===== src/rtl/uart_pkg.sv =====
// Shared types and constants for the parameterised UART transmitter.
//   uart_state_e  : transmitter FSM state encoding
//   PAR_*         : parity-mode selector values for PARITY_MODE
//   *_MIN / *_MAX : legal ranges for the uart_tx_param parameters
package uart_pkg;

    typedef enum logic [2:0] {
        ST_IDLE   = 3'd0,
        ST_START  = 3'd1,
        ST_DATA   = 3'd2,
        ST_PARITY = 3'd3,
        ST_STOP   = 3'd4
    } uart_state_e;

    localparam int PAR_NONE = 0;
    localparam int PAR_EVEN = 1;
    localparam int PAR_ODD  = 2;

    localparam int DATA_BITS_MIN  = 5;
    localparam int DATA_BITS_MAX  = 9;
    localparam int OVERSAMPLE_MIN = 2;
    localparam int OVERSAMPLE_MAX = 256;
    localparam int STOP_BITS_MIN  = 1;
    localparam int STOP_BITS_MAX  = 2;

endpackage


===== src/rtl/uart_tx_param_baud_tick.sv =====
// Bit-time counter for the UART transmitter.
//   clk     : clock, rising edge
//   rst_n   : asynchronous active-low reset
//   restart : synchronous clear; holds the count at 0 while asserted
//   tick    : high on the last clk cycle of each OVERSAMPLE-cycle bit period
module uart_baud_tick #(
    parameter int OVERSAMPLE = 16
) (
    input  logic clk,
    input  logic rst_n,
    input  logic restart,
    output logic tick
);

    localparam int CW = $clog2(OVERSAMPLE);
    localparam logic [CW-1:0] CNT_LAST = CW'(OVERSAMPLE - 1);

    logic [CW-1:0] cnt_q;

    always_ff @(posedge clk or negedge rst_n) begin
        if (!rst_n) begin
            cnt_q <= '0;
        end else if (restart || (cnt_q == CNT_LAST)) begin
            cnt_q <= '0;
        end else begin
            cnt_q <= cnt_q + CW'(1);
        end
    end

    assign tick = (cnt_q == CNT_LAST);

endmodule


===== src/rtl/uart_tx_param.sv =====
// Parameterised UART transmitter: start bit, DATA_BITS data bits LSB first,
// optional parity bit, STOP_BITS stop bits, OVERSAMPLE clk cycles per bit.
// Optional feature: define UART_TX_PARITY_EN to build the parity stage; without
// it PARITY_MODE has no functional effect and frames are start/data/stop only.
//   clk     : clock, rising edge
//   rst_n   : asynchronous active-low reset
//   data_in : frame payload, latched on the accept edge (valid && ready)
//   valid   : send request
//   ready   : high in IDLE only
//   busy    : inverse of ready
//   done    : one-cycle pulse on the last cycle of the stop period
//   tx      : registered serial line, idles high
//
// state     | meaning
// ----------+---------------------------------------------
// ST_IDLE   | line high, waiting for valid
// ST_START  | start bit (tx = 0)
// ST_DATA   | data bits, LSB first
// ST_PARITY | parity bit (only with UART_TX_PARITY_EN)
// ST_STOP   | stop bit(s) (tx = 1), done on the final cycle
module uart_tx_param
    import uart_pkg::*;
#(
    parameter int DATA_BITS   = 8,
    parameter int OVERSAMPLE  = 16,
    parameter int STOP_BITS   = 1,
    parameter int PARITY_MODE = 0
) (
    input  logic                 clk,
    input  logic                 rst_n,
    input  logic [DATA_BITS-1:0] data_in,
    input  logic                 valid,
    output logic                 ready,
    output logic                 busy,
    output logic                 done,
    output logic                 tx
);

    if (DATA_BITS < DATA_BITS_MIN || DATA_BITS > DATA_BITS_MAX) begin : g_bad_data_bits
        $error("uart_tx_param: DATA_BITS=%0d out of range", DATA_BITS);
    end
    if (OVERSAMPLE < OVERSAMPLE_MIN || OVERSAMPLE > OVERSAMPLE_MAX) begin : g_bad_oversample
        $error("uart_tx_param: OVERSAMPLE=%0d out of range", OVERSAMPLE);
    end
    if (STOP_BITS < STOP_BITS_MIN || STOP_BITS > STOP_BITS_MAX) begin : g_bad_stop_bits
        $error("uart_tx_param: STOP_BITS=%0d out of range", STOP_BITS);
    end
    if (PARITY_MODE != PAR_NONE && PARITY_MODE != PAR_EVEN && PARITY_MODE != PAR_ODD) begin : g_bad_parity
        $error("uart_tx_param: PARITY_MODE=%0d illegal", PARITY_MODE);
    end

    localparam int BW = $clog2(DATA_BITS);
    localparam logic [BW-1:0] BIT_LAST = BW'(DATA_BITS - 1);
    localparam logic STOP_LAST = (STOP_BITS == 2);

    uart_state_e          state_q, state_d;
    logic [BW-1:0]        bit_idx_q, bit_idx_d;
    logic                 stop_idx_q, stop_idx_d;
    logic [DATA_BITS-1:0] shreg_q, shreg_d;
    logic                 tx_q, tx_d;
    logic                 done_c;
    logic                 tick;
    logic                 accept;

    assign ready  = (state_q == ST_IDLE);
    assign busy   = ~ready;
    assign accept = valid && ready;
    assign tx     = tx_q;
    assign done   = done_c;

    // Counter is held at zero in IDLE so the start bit gets a full bit time
    // beginning on the cycle after acceptance.
    uart_baud_tick #(
        .OVERSAMPLE(OVERSAMPLE)
    ) u_baud_tick (
        .clk    (clk),
        .rst_n  (rst_n),
        .restart(state_q == ST_IDLE),
        .tick   (tick)
    );

`ifdef UART_TX_PARITY_EN
    localparam bit PAR_ON = (PARITY_MODE != PAR_NONE);
    logic par_q;

    // Parity is fixed at acceptance because the payload is shifted out.
    always_ff @(posedge clk or negedge rst_n) begin
        if (!rst_n) begin
            par_q <= 1'b0;
        end else if (accept) begin
            par_q <= (^data_in) ^ (PARITY_MODE == PAR_ODD);
        end
    end
`endif

    // tx is computed from the next state so the line changes on the same edge
    // as the state, keeping tx a clean register output.
    always_comb begin
        state_d    = state_q;
        bit_idx_d  = bit_idx_q;
        stop_idx_d = stop_idx_q;
        shreg_d    = shreg_q;
        tx_d       = tx_q;
        done_c     = 1'b0;
        case (state_q)
            ST_IDLE: begin
                tx_d = 1'b1;
                if (accept) begin
                    state_d    = ST_START;
                    shreg_d    = data_in;
                    bit_idx_d  = '0;
                    stop_idx_d = 1'b0;
                    tx_d       = 1'b0;
                end
            end
            ST_START: begin
                if (tick) begin
                    state_d = ST_DATA;
                    tx_d    = shreg_q[0];
                end
            end
            ST_DATA: begin
                if (tick) begin
                    if (bit_idx_q == BIT_LAST) begin
`ifdef UART_TX_PARITY_EN
                        if (PAR_ON) begin
                            state_d = ST_PARITY;
                            tx_d    = par_q;
                        end else begin
                            state_d = ST_STOP;
                            tx_d    = 1'b1;
                        end
`else
                        state_d = ST_STOP;
                        tx_d    = 1'b1;
`endif
                    end else begin
                        bit_idx_d = bit_idx_q + BW'(1);
                        shreg_d   = shreg_q >> 1;
                        tx_d      = shreg_q[1];
                    end
                end
            end
`ifdef UART_TX_PARITY_EN
            ST_PARITY: begin
                if (tick) begin
                    state_d = ST_STOP;
                    tx_d    = 1'b1;
                end
            end
`endif
            ST_STOP: begin
                tx_d = 1'b1;
                if (tick) begin
                    if (stop_idx_q == STOP_LAST) begin
                        state_d = ST_IDLE;
                        done_c  = 1'b1;
                    end else begin
                        stop_idx_d = 1'b1;
                    end
                end
            end
            default: begin
                state_d = ST_IDLE;
                tx_d    = 1'b1;
            end
        endcase
    end

    always_ff @(posedge clk or negedge rst_n) begin
        if (!rst_n) begin
            state_q    <= ST_IDLE;
            bit_idx_q  <= '0;
            stop_idx_q <= 1'b0;
            shreg_q    <= '0;
            tx_q       <= 1'b1;
        end else begin
            state_q    <= state_d;
            bit_idx_q  <= bit_idx_d;
            stop_idx_q <= stop_idx_d;
            shreg_q    <= shreg_d;
            tx_q       <= tx_d;
        end
    end

endmodule


===== config.mk =====
export PLATFORM = sky130hd
export DESIGN_NAME = uart_tx_param
export DESIGN_NICKNAME = d
export VERILOG_FILES = /design/src/rtl/uart_pkg.sv /design/src/rtl/uart_tx_param_baud_tick.sv /design/src/rtl/uart_tx_param.sv
export SDC_FILE = /design/constraint.sdc
export NUM_CORES = 1
export LEC_CHECK = 0
export ABC_AREA = 1
export CAP_MARGIN = 25
export CORE_MARGIN = 3
export CORE_UTILIZATION = 35
export CTS_CLUSTER_DIAMETER = 80
export DETAILED_ROUTE_END_ITERATION = 12
export PLACE_DENSITY_LB_ADDON = 0.2
export SETUP_SLACK_MARGIN = 0.5
export SLEW_MARGIN = 0
export SYNTH_ARGS = -nofsm -noshare
export SYNTH_HDL_FRONTEND = slang
export SYNTH_HIERARCHICAL = 1
export SYNTH_SLANG_ARGS = --single-unit

===== constraint.sdc =====
create_clock -name clk -period 1.41 [get_ports clk]
set_clock_uncertainty 0.05 [all_clocks]
set_input_delay 0.2115 -clock clk [delete_from_list [all_inputs] [get_ports clk]]
set_output_delay 0.2115 -clock clk [all_outputs]
set_load 0.02 [all_outputs]

Word level (Yosys, flattened, before mapping):

Cells that the tools add are included.

* add/subtract/negate cells: 2
* equality and inequality tests: 12
* mux-type cells: 28
* bitwise logic cells: 1
* reduce and logical (&&, ||, !) cells: 9

Operator list (count)
* two-way mux 3 bit: 9
* two-way mux 8 bit: 3
* one-hot mux 8 bit (2 select lines): 1
* inequality test 2 bit (second input constant): 6
* one-hot mux 3 bit (4 select lines): 1
* two-way mux 1 bit: 10
* == test 3 bit (second input constant): 2
* one-hot mux 3 bit (2 select lines): 1
* AND reduction 6 bit: 1
* adder 4 x 1 -> 4 bit (second input constant): 1
* == test 4 bit (second input constant): 1
* two-way mux 4 bit: 1
* AND reduction 4 bit: 1
* nonzero test 2 bit: 2
* adder 3 x 1 -> 3 bit (second input constant): 1
* == test 3 x 1 -> 1 bit (second input constant): 1
* == test 3 x 2 -> 1 bit (second input constant): 1
* zero test 3 bit: 1
* one-hot mux 1 bit (3 select lines): 1
* AND reduction 3 bit: 1
* inequality test 2 x 1 -> 1 bit (second input constant): 1
* one-hot mux 1 bit (2 select lines): 1
* AND reduction 2 bit: 1
* logical AND 1 bit: 1
* other kinds (2): 2

* register bits after elaboration: 20
* input bits: 11
* output and inout port bits: 4
* logic and storage cells: 58

Logic depth before layout (Yosys ltp):

Gate-level depths: netlist (run 1).

* word-level depth: 4
* gate-level depth with buffers: 11
* gate-level depth less buffers: 10

By module:

Netlist (run 1), hierarchy kept.

By module, submodules not included
* uart_tx_param: instances 1, cells an instance 123, area each 863.3 um2, sequential area each 376.6 um2
* uart_baud_tick: instances 1, cells an instance 19, area each 192.7 um2, sequential area each 100.1 um2

Worst setup path before layout (run 1):

No wires, ideal clock.

* path kind: reg2out
* start: register u_baud_tick.cnt_q[0]
* end: output done
* arrival: 1.414 ns
* path slack: -0.266 ns
* stages on the path, launching flop included: 6
* buffers on the path: 0
* cell sequence: dfrtp_1 -> ha_1 -> nand2_2 -> nor2_1 -> inv_1 -> nor4_1

* word-level cells in the longest chain between the ends: 3

RTL lines
* start: declaration: line uart_tx_param_baud_tick.sv:18 `logic [CW-1:0] cnt_q;`
* start signal: assignment: line uart_tx_param_baud_tick.sv:26 `cnt_q <= cnt_q + CW'(1);`
* == test 4 bit: line uart_tx_param_baud_tick.sv:30 `assign tick = (cnt_q == CNT_LAST);`
* via tick: line uart_tx_param.sv:62 `logic tick;`
* two-way mux 1 bit: line uart_tx_param.sv:154 `if (tick) begin`
* two-way mux 1 bit: line uart_tx_param.sv:105 `case (state_q)`
* end: declaration: line uart_tx_param.sv:35 `output logic done,`

The timed path passes the listed nets, and every way through them passes these cells.

Worst setup path in the final report (run 1):

Same ends and word-level chain as after synthesis.

==> impl_metrics.env, run 1 <==
export IMPL_critical_path_arrival_ns=1.36
export IMPL_required_ns=1.15
export IMPL_peakVddDrop_mv=0.992
export IMPL_die_y_um=60.9
export IMPL_worst_slack_ns=-0.214
export IMPL_crit_slowest_cell="dfrtp_1"
export IMPL_die_w_um=60.9
export IMPL_setup_violations=15
export IMPL_syn_instance_count=142
export IMPL_status="finished, violations left"
export IMPL_root_buffer="clkbuf_4"
export IMPL_p_leak_nw=0.846
export IMPL_final_antenna_net_count=0
export IMPL_slew_headroom_pct=83.2
export IMPL_drtPass1Iterations=4
export IMPL_diodes=0
export IMPL_crit_fanout=2
export IMPL_min_period_ns=1.62
export IMPL_fin_crit_sh_pct=115
export IMPL_maxCapViolCount=0
export IMPL_synth_edf_count=0
export IMPL_synth_top_area_share_pct=42.7
export IMPL_synth_ff_type="dfrtp_1"
export IMPL_crit_path_start_kind="register"
export IMPL_via_per_inst=4.76
export IMPL_avgSynthCellArea_um2=7.44
export IMPL_synth_seq_cells=19
export IMPL_drive_above_1_share_pct=41.8
export IMPL_crit_type="register to primary output"
export IMPL_portBuffers=14
export IMPL_wl_per_cell_um=11.8
export IMPL_synth_seq_area_share_pct=45.1
export IMPL_place_congestion=0.800
export IMPL_worstSkewPairLatency_ns=0.30
export IMPL_path_cells="ha_2 -> nand2_2 -> nor2_2 -> inv_2 -> nor4_4 -> buf_4"
export IMPL_tns_ns=-2.11
export IMPL_synth_common_cells="60 x nand2_1, 19 x nand3_1, 18 x dfrtp_1"
export IMPL_end_kind="primary output"
export IMPL_syn_num_nets=156
export IMPL_antenna_found_initial=0
export IMPL_cp_num_cells=6
export IMPL_clock_sinks=19
export IMPL_cts_max_path_buffers=2
export IMPL_row_count=19
export IMPL_slowest_delay_ns=0.38
export IMPL_drcViolationCount=0
export IMPL_place_hpwl_mm=1.79
export IMPL_hold_viol=0
export IMPL_coreArea_um2=2810
export IMPL_hold_class="input port to async pin"
export IMPL_powerDensity_nw_per_um2=2280
export IMPL_layout_nets=204
export IMPL_dp_slack_ns=-0.324
export IMPL_io_pin_count=15
export IMPL_grt_pass1_vias=1008
export IMPL_start_util_pct=37.6
export IMPL_syn_area_um2=1060
export IMPL_route_vias_total=1048
export IMPL_dieArea_um2=3710
export IMPL_grt_use_total_pct=15.2
export IMPL_worst_pin_slew_ns=0.251
export IMPL_wirelength_mm=2.60
export IMPL_yosys_warnings=6
export IMPL_crit_buf_inv=2
export IMPL_fmax_ghz=0.616
export IMPL_drtIter0Drc=67
export IMPL_path_clk_slew_ns=0.11
export IMPL_slew_viol_final=0
export IMPL_crit_family="flip-flops"
export IMPL_violations="negative setup slack"
export IMPL_rsz0062_at_grt="true"
export IMPL_grt_overflow=0
export IMPL_cts_tree="built"
export IMPL_grt_pass1_wl_mm=4.30
export IMPL_cts_buffers=3
export IMPL_synthArstFlopShare_pct=100
export IMPL_grt_max_degree=20
export IMPL_reg2reg_depth=11
export IMPL_area_growth_pct=56.3
export IMPL_h_tree_depth=1
export IMPL_yosysMostFrequentCell="nand2_1"
export IMPL_yosysTopAreaCell="dfrtp_1"
export IMPL_n_fill_cell=262
export IMPL_yosysUniqueCellTypes=20
export IMPL_synth_top_cells_by_area="dfrtp_1 43%, nand2_1 21%, nand3_1 9.0%"
[final timing paths]
kind                                           startpoint                  endpoint  slack [ns]
min reg2reg                        shreg_q[3]$_DFFE_PN0P_    shreg_q[3]$_DFFE_PN0P_        0.44
min                                                 rst_n  bit_idx_q[2]$_DFFE_PN0P_        0.20
max reg2reg                u_baud_tick/cnt_q[0]$_DFF_PN0_    shreg_q[1]$_DFFE_PN0P_       -0.17
max in group asynchronous                           rst_n            tx$_DFFE_PN1P_        0.85
max                        u_baud_tick/cnt_q[0]$_DFF_PN0_                      done       -0.21
min in group clk                   shreg_q[3]$_DFFE_PN0P_    shreg_q[3]$_DFFE_PN0P_        0.44
[state kept, by name, summed over array words and instances (netlist names)]
name and cells:
shreg_q 8, u_baud_tick/cnt_q 4, bit_idx_q 3, state_q 3, tx 1
[worst register-to-register path: stages (launching register included)]
cell and delay [ns]:
dfrtp_1 0.38, ha_2 0.20, nand2_2 0.06, nor2_2 0.09
inv_2 0.06, buf_4 0.15, nand2_1 0.06, nand2_1 0.06
inv_2 0.14, nand2_4 0.11, nand2_1 0.09, nand2_1 0.05
[per-stage QoR]
step           cell area (um^2)  power [mW]  hold slack (ns)  instances  utilization, %
3_3_place_gp               1420        2.84            0.405        207            50.6
5_1_grt                    1650        4.08            0.214        220            58.8
6_report                   1650        3.76            0.195        220            58.8
2_1_floorplan              1090        2.19           -0.134        142               -
4_1_cts                    1600        3.62            0.199        218            56.9
3_5_place_dp               1420        2.88            0.411        207            50.6
[power breakdown]
group | internal (mW) | switching (mW)
sequential | 0.790 | 0.167
clock | 0.110 | 0.169
combinational | 1.15 | 1.37
[final cells by class]
type,count,area (um^2),area share [%]
Timing Repair Buffer,46,405,24.6
Multi-Input combinational cell,109,658,39.9
Sequential cell,19,478,29.0
Clock buffer,4,26.3,1.59
Tap cell,31,38.8,2.35
Inverter,11,43.8,2.65
[logic make-up after synthesis]
group,after synthesis,synth area share (%)
adder cells (fa/ha/maj),3,3.55
AO/OA/AOI/OAI,4,3.55
flip-flops,19,45.1
AND/OR/NAND/NOR,101,40.6
buffers and inverters,15,7.11
[layout by cell type, fill, tap and decap left out, types with 2 or more instances in the layout]
cell type        netlist  layout
nor2_1                14       9
nor2_2                 1       4
nand4_1                2       2
buf_4                  3      25
nand2_2                2       9
dfrtp_1               18      17
buf_6                  1      10
nand3_1               19      15
clkdlybuf4s50_1        0      10
ha_2                   0       2
nand2_1               60      49
nand3_2                0       3
inv_1                  9       5
clkbuf_4               0       3
nor2_4                 1       3
nand2_4                0       5
inv_2                  2       5
[layer usage]
layer | up-vias | track usage, % | part of all wire, %
met3 | 2 | 1.49 | 2.7
li1 | 543 | - | -
met1 | 486 | 19.7 | 48
met5 | - | 0 | 0
met4 | 0 | 3.72 | 0.73
met2 | 17 | 27.3 | 49
[what timing repair did]
action	in CTS	in global routing
hold buffers	0	0
setup endpoints to repair	23	23
cloned	3	1
pin swaps	6	8
resized for setup	50	13
setup buffers	4	1
endpoints found under the hold margin	0	0
Note: power is estimated with default switching activity, not from simulation.
==> inputs of run 2 (changes only) <==
SKIP_LAST_GASP = 1   (was default)
==> run 2 against run 1 <==
Clock power is essentially flat. Maximum frequency is essentially flat. Die area is the same. Largest power group unchanged. First-iteration DRC count shrank 1.5%. Worst setup slack is essentially flat. Critical path depth is the same. The flow still finishes with violations (negative setup slack). Combinational power is essentially flat.
==> impl_metrics.env, run 2 (same netlist as run 1, synthesis figures left out) <==
export IMPL_largest_register_ffs=8
export IMPL_violations="negative setup slack"
export IMPL_drive_above_1_share_pct=41.8
export IMPL_crit_type="register to primary output"
export IMPL_grt_overflow=0
export IMPL_cts_buffers=3
export IMPL_crit_fanout=2
export IMPL_fin_area_um2=1640
export IMPL_placed_cells=207
export IMPL_hold_viol=0
export IMPL_via_per_inst=4.76
export IMPL_drtPass1Iterations=4
export IMPL_diodes=0
export IMPL_route_vias_total=1048
export IMPL_slowest_delay_ns=0.38
export IMPL_dp_slack_ns=-0.324
export IMPL_path_cells="ha_2 -> nand2_2 -> nor2_2 -> inv_2 -> nor4_4 -> buf_4"
export IMPL_worst_pin_slew_ns=0.251
export IMPL_placed_area_um2=1420
export IMPL_die_w_um=60.9
export IMPL_wl_per_cell_um=11.9
export IMPL_die_y_um=60.9
export IMPL_p_leak_nw=0.844
export IMPL_end_kind="primary output"
export IMPL_root_buffer="clkbuf_4"
export IMPL_h_tree_depth=1
export IMPL_min_period_ns=1.62
export IMPL_n_fill_cell=264
export IMPL_place_hpwl_mm=1.79
export IMPL_grt_use_total_pct=15.2
export IMPL_rsz0062_at_grt="true"
export IMPL_crit_buf_inv=2
export IMPL_slew_headroom_pct=83.2
export IMPL_path_clk_slew_ns=0.11
export IMPL_drcViolationCount=0
export IMPL_maxCapViolCount=0
export IMPL_fmax_ghz=0.616
export IMPL_dieArea_um2=3710
export IMPL_final_cell_mix="49 x nand2_1, 25 x buf_4, 17 x dfrtp_1"
export IMPL_drtIter0Drc=66
export IMPL_io_pin_count=15
export IMPL_hold_worst_slack_ns=0.195
export IMPL_grt_pass1_vias=1008
export IMPL_row_count=19
export IMPL_largest_registers="shreg_q (8), u_baud_tick/cnt_q (4)"
export IMPL_layout_nets=204
export IMPL_status="finished, violations left"
export IMPL_cts_tree="built"
export IMPL_peakVddDrop_mv=0.990
export IMPL_wirelength_mm=2.61
export IMPL_power_total_mw=3.74
export IMPL_setup_violations=16
export IMPL_coreArea_um2=2810
export IMPL_required_ns=1.15
export IMPL_final_antenna_net_count=0
export IMPL_fin_crit_sh_pct=115
export IMPL_crit_family="flip-flops"
export IMPL_cts_max_path_buffers=2
export IMPL_largest_register="shreg_q"
export IMPL_tns_ns=-2.14
export IMPL_critical_path_arrival_ns=1.36
export IMPL_crit_path_start_kind="register"
export IMPL_antenna_found_initial=0
export IMPL_fin_cells=220
export IMPL_worst_slack_ns=-0.214
export IMPL_crit_slowest_cell="dfrtp_1"
export IMPL_slew_viol_final=0
export IMPL_powerDensity_nw_per_um2=2270
export IMPL_grt_max_degree=20
export IMPL_area_growth_pct=55.7
export IMPL_grt_pass1_wl_mm=4.30
export IMPL_clock_sinks=19
export IMPL_place_congestion=0.800
export IMPL_start_util_pct=37.6
export IMPL_mostFrequentLayoutCell="nand2_1"
export IMPL_portBuffers=14
export IMPL_cts_hold_buf=0
export IMPL_worstSkewPairLatency_ns=0.30
export IMPL_hold_class="input port to async pin"
export IMPL_postLayoutCoreUtil_pct=58.6
-- run 2: cell counts in the layout (fill, tap and decap cells not counted) --
No cell type changed its count.
-- run 2: worst register-to-register path: cells and delay by family, from the launching register on --
family	cells	cell delay [ns]
fa+ha+maj	1	0.20
flops	1	0.38
simple gates	7	0.52
buf+inv	3	0.35
-- run 2: power breakdown --
part           switching [mW]  internal [mW]  leakage [nW]  total, mW
Clock                   0.168          0.110        0.0150      0.278
Combinational            1.37           1.13         0.588       2.50
Sequential              0.167          0.790         0.241      0.957
Total                    1.71           2.03         0.844       3.74
-- run 2: repair_timing --
item,in CTS,in global routing
endpoints found under the setup margin,23,23
pin swaps,5,8
resized for setup,46,15
buffers inserted,4,1
gates cloned,3,1
-- run 2: path summary, 6_finish.rpt --
kind                                                     start                        to  slack, ns  cells after the start
worst max-delay path            u_baud_tick/cnt_q[0]$_DFF_PN0_                      done      -0.21                      6
worst min-delay path                                     rst_n  bit_idx_q[2]$_DFFE_PN0P_       0.20                      2
worst max register to register  u_baud_tick/cnt_q[0]$_DFF_PN0_    shreg_q[1]$_DFFE_PN0P_      -0.17                     11
worst min register to register          shreg_q[3]$_DFFE_PN0P_    shreg_q[3]$_DFFE_PN0P_       0.44                      2
max in group asynchronous                                rst_n            tx$_DFFE_PN1P_       0.85                      2
min in group clk                        shreg_q[3]$_DFFE_PN0P_    shreg_q[3]$_DFFE_PN0P_       0.44                      2
-- run 2: area by class of cell --
class | instances | area (um^2) | area share [%]
Multi-Input combinational cell | 109 | 658 | 40.0
Sequential cell | 19 | 478 | 29.1
Inverter | 11 | 43.8 | 2.66
Clock buffer | 4 | 26.3 | 1.60
Timing Repair Buffer | 46 | 399 | 24.3
Tap cell | 31 | 38.8 | 2.36
-- run 2: layer usage --
layer	up-vias	GRT usage (%)	routed length [um]
met3	2	1.49	86
met5	-	0	0
li1	543	-	-
met4	0	3.72	19
met1	487	19.7	1240
met2	16	27.3	1270
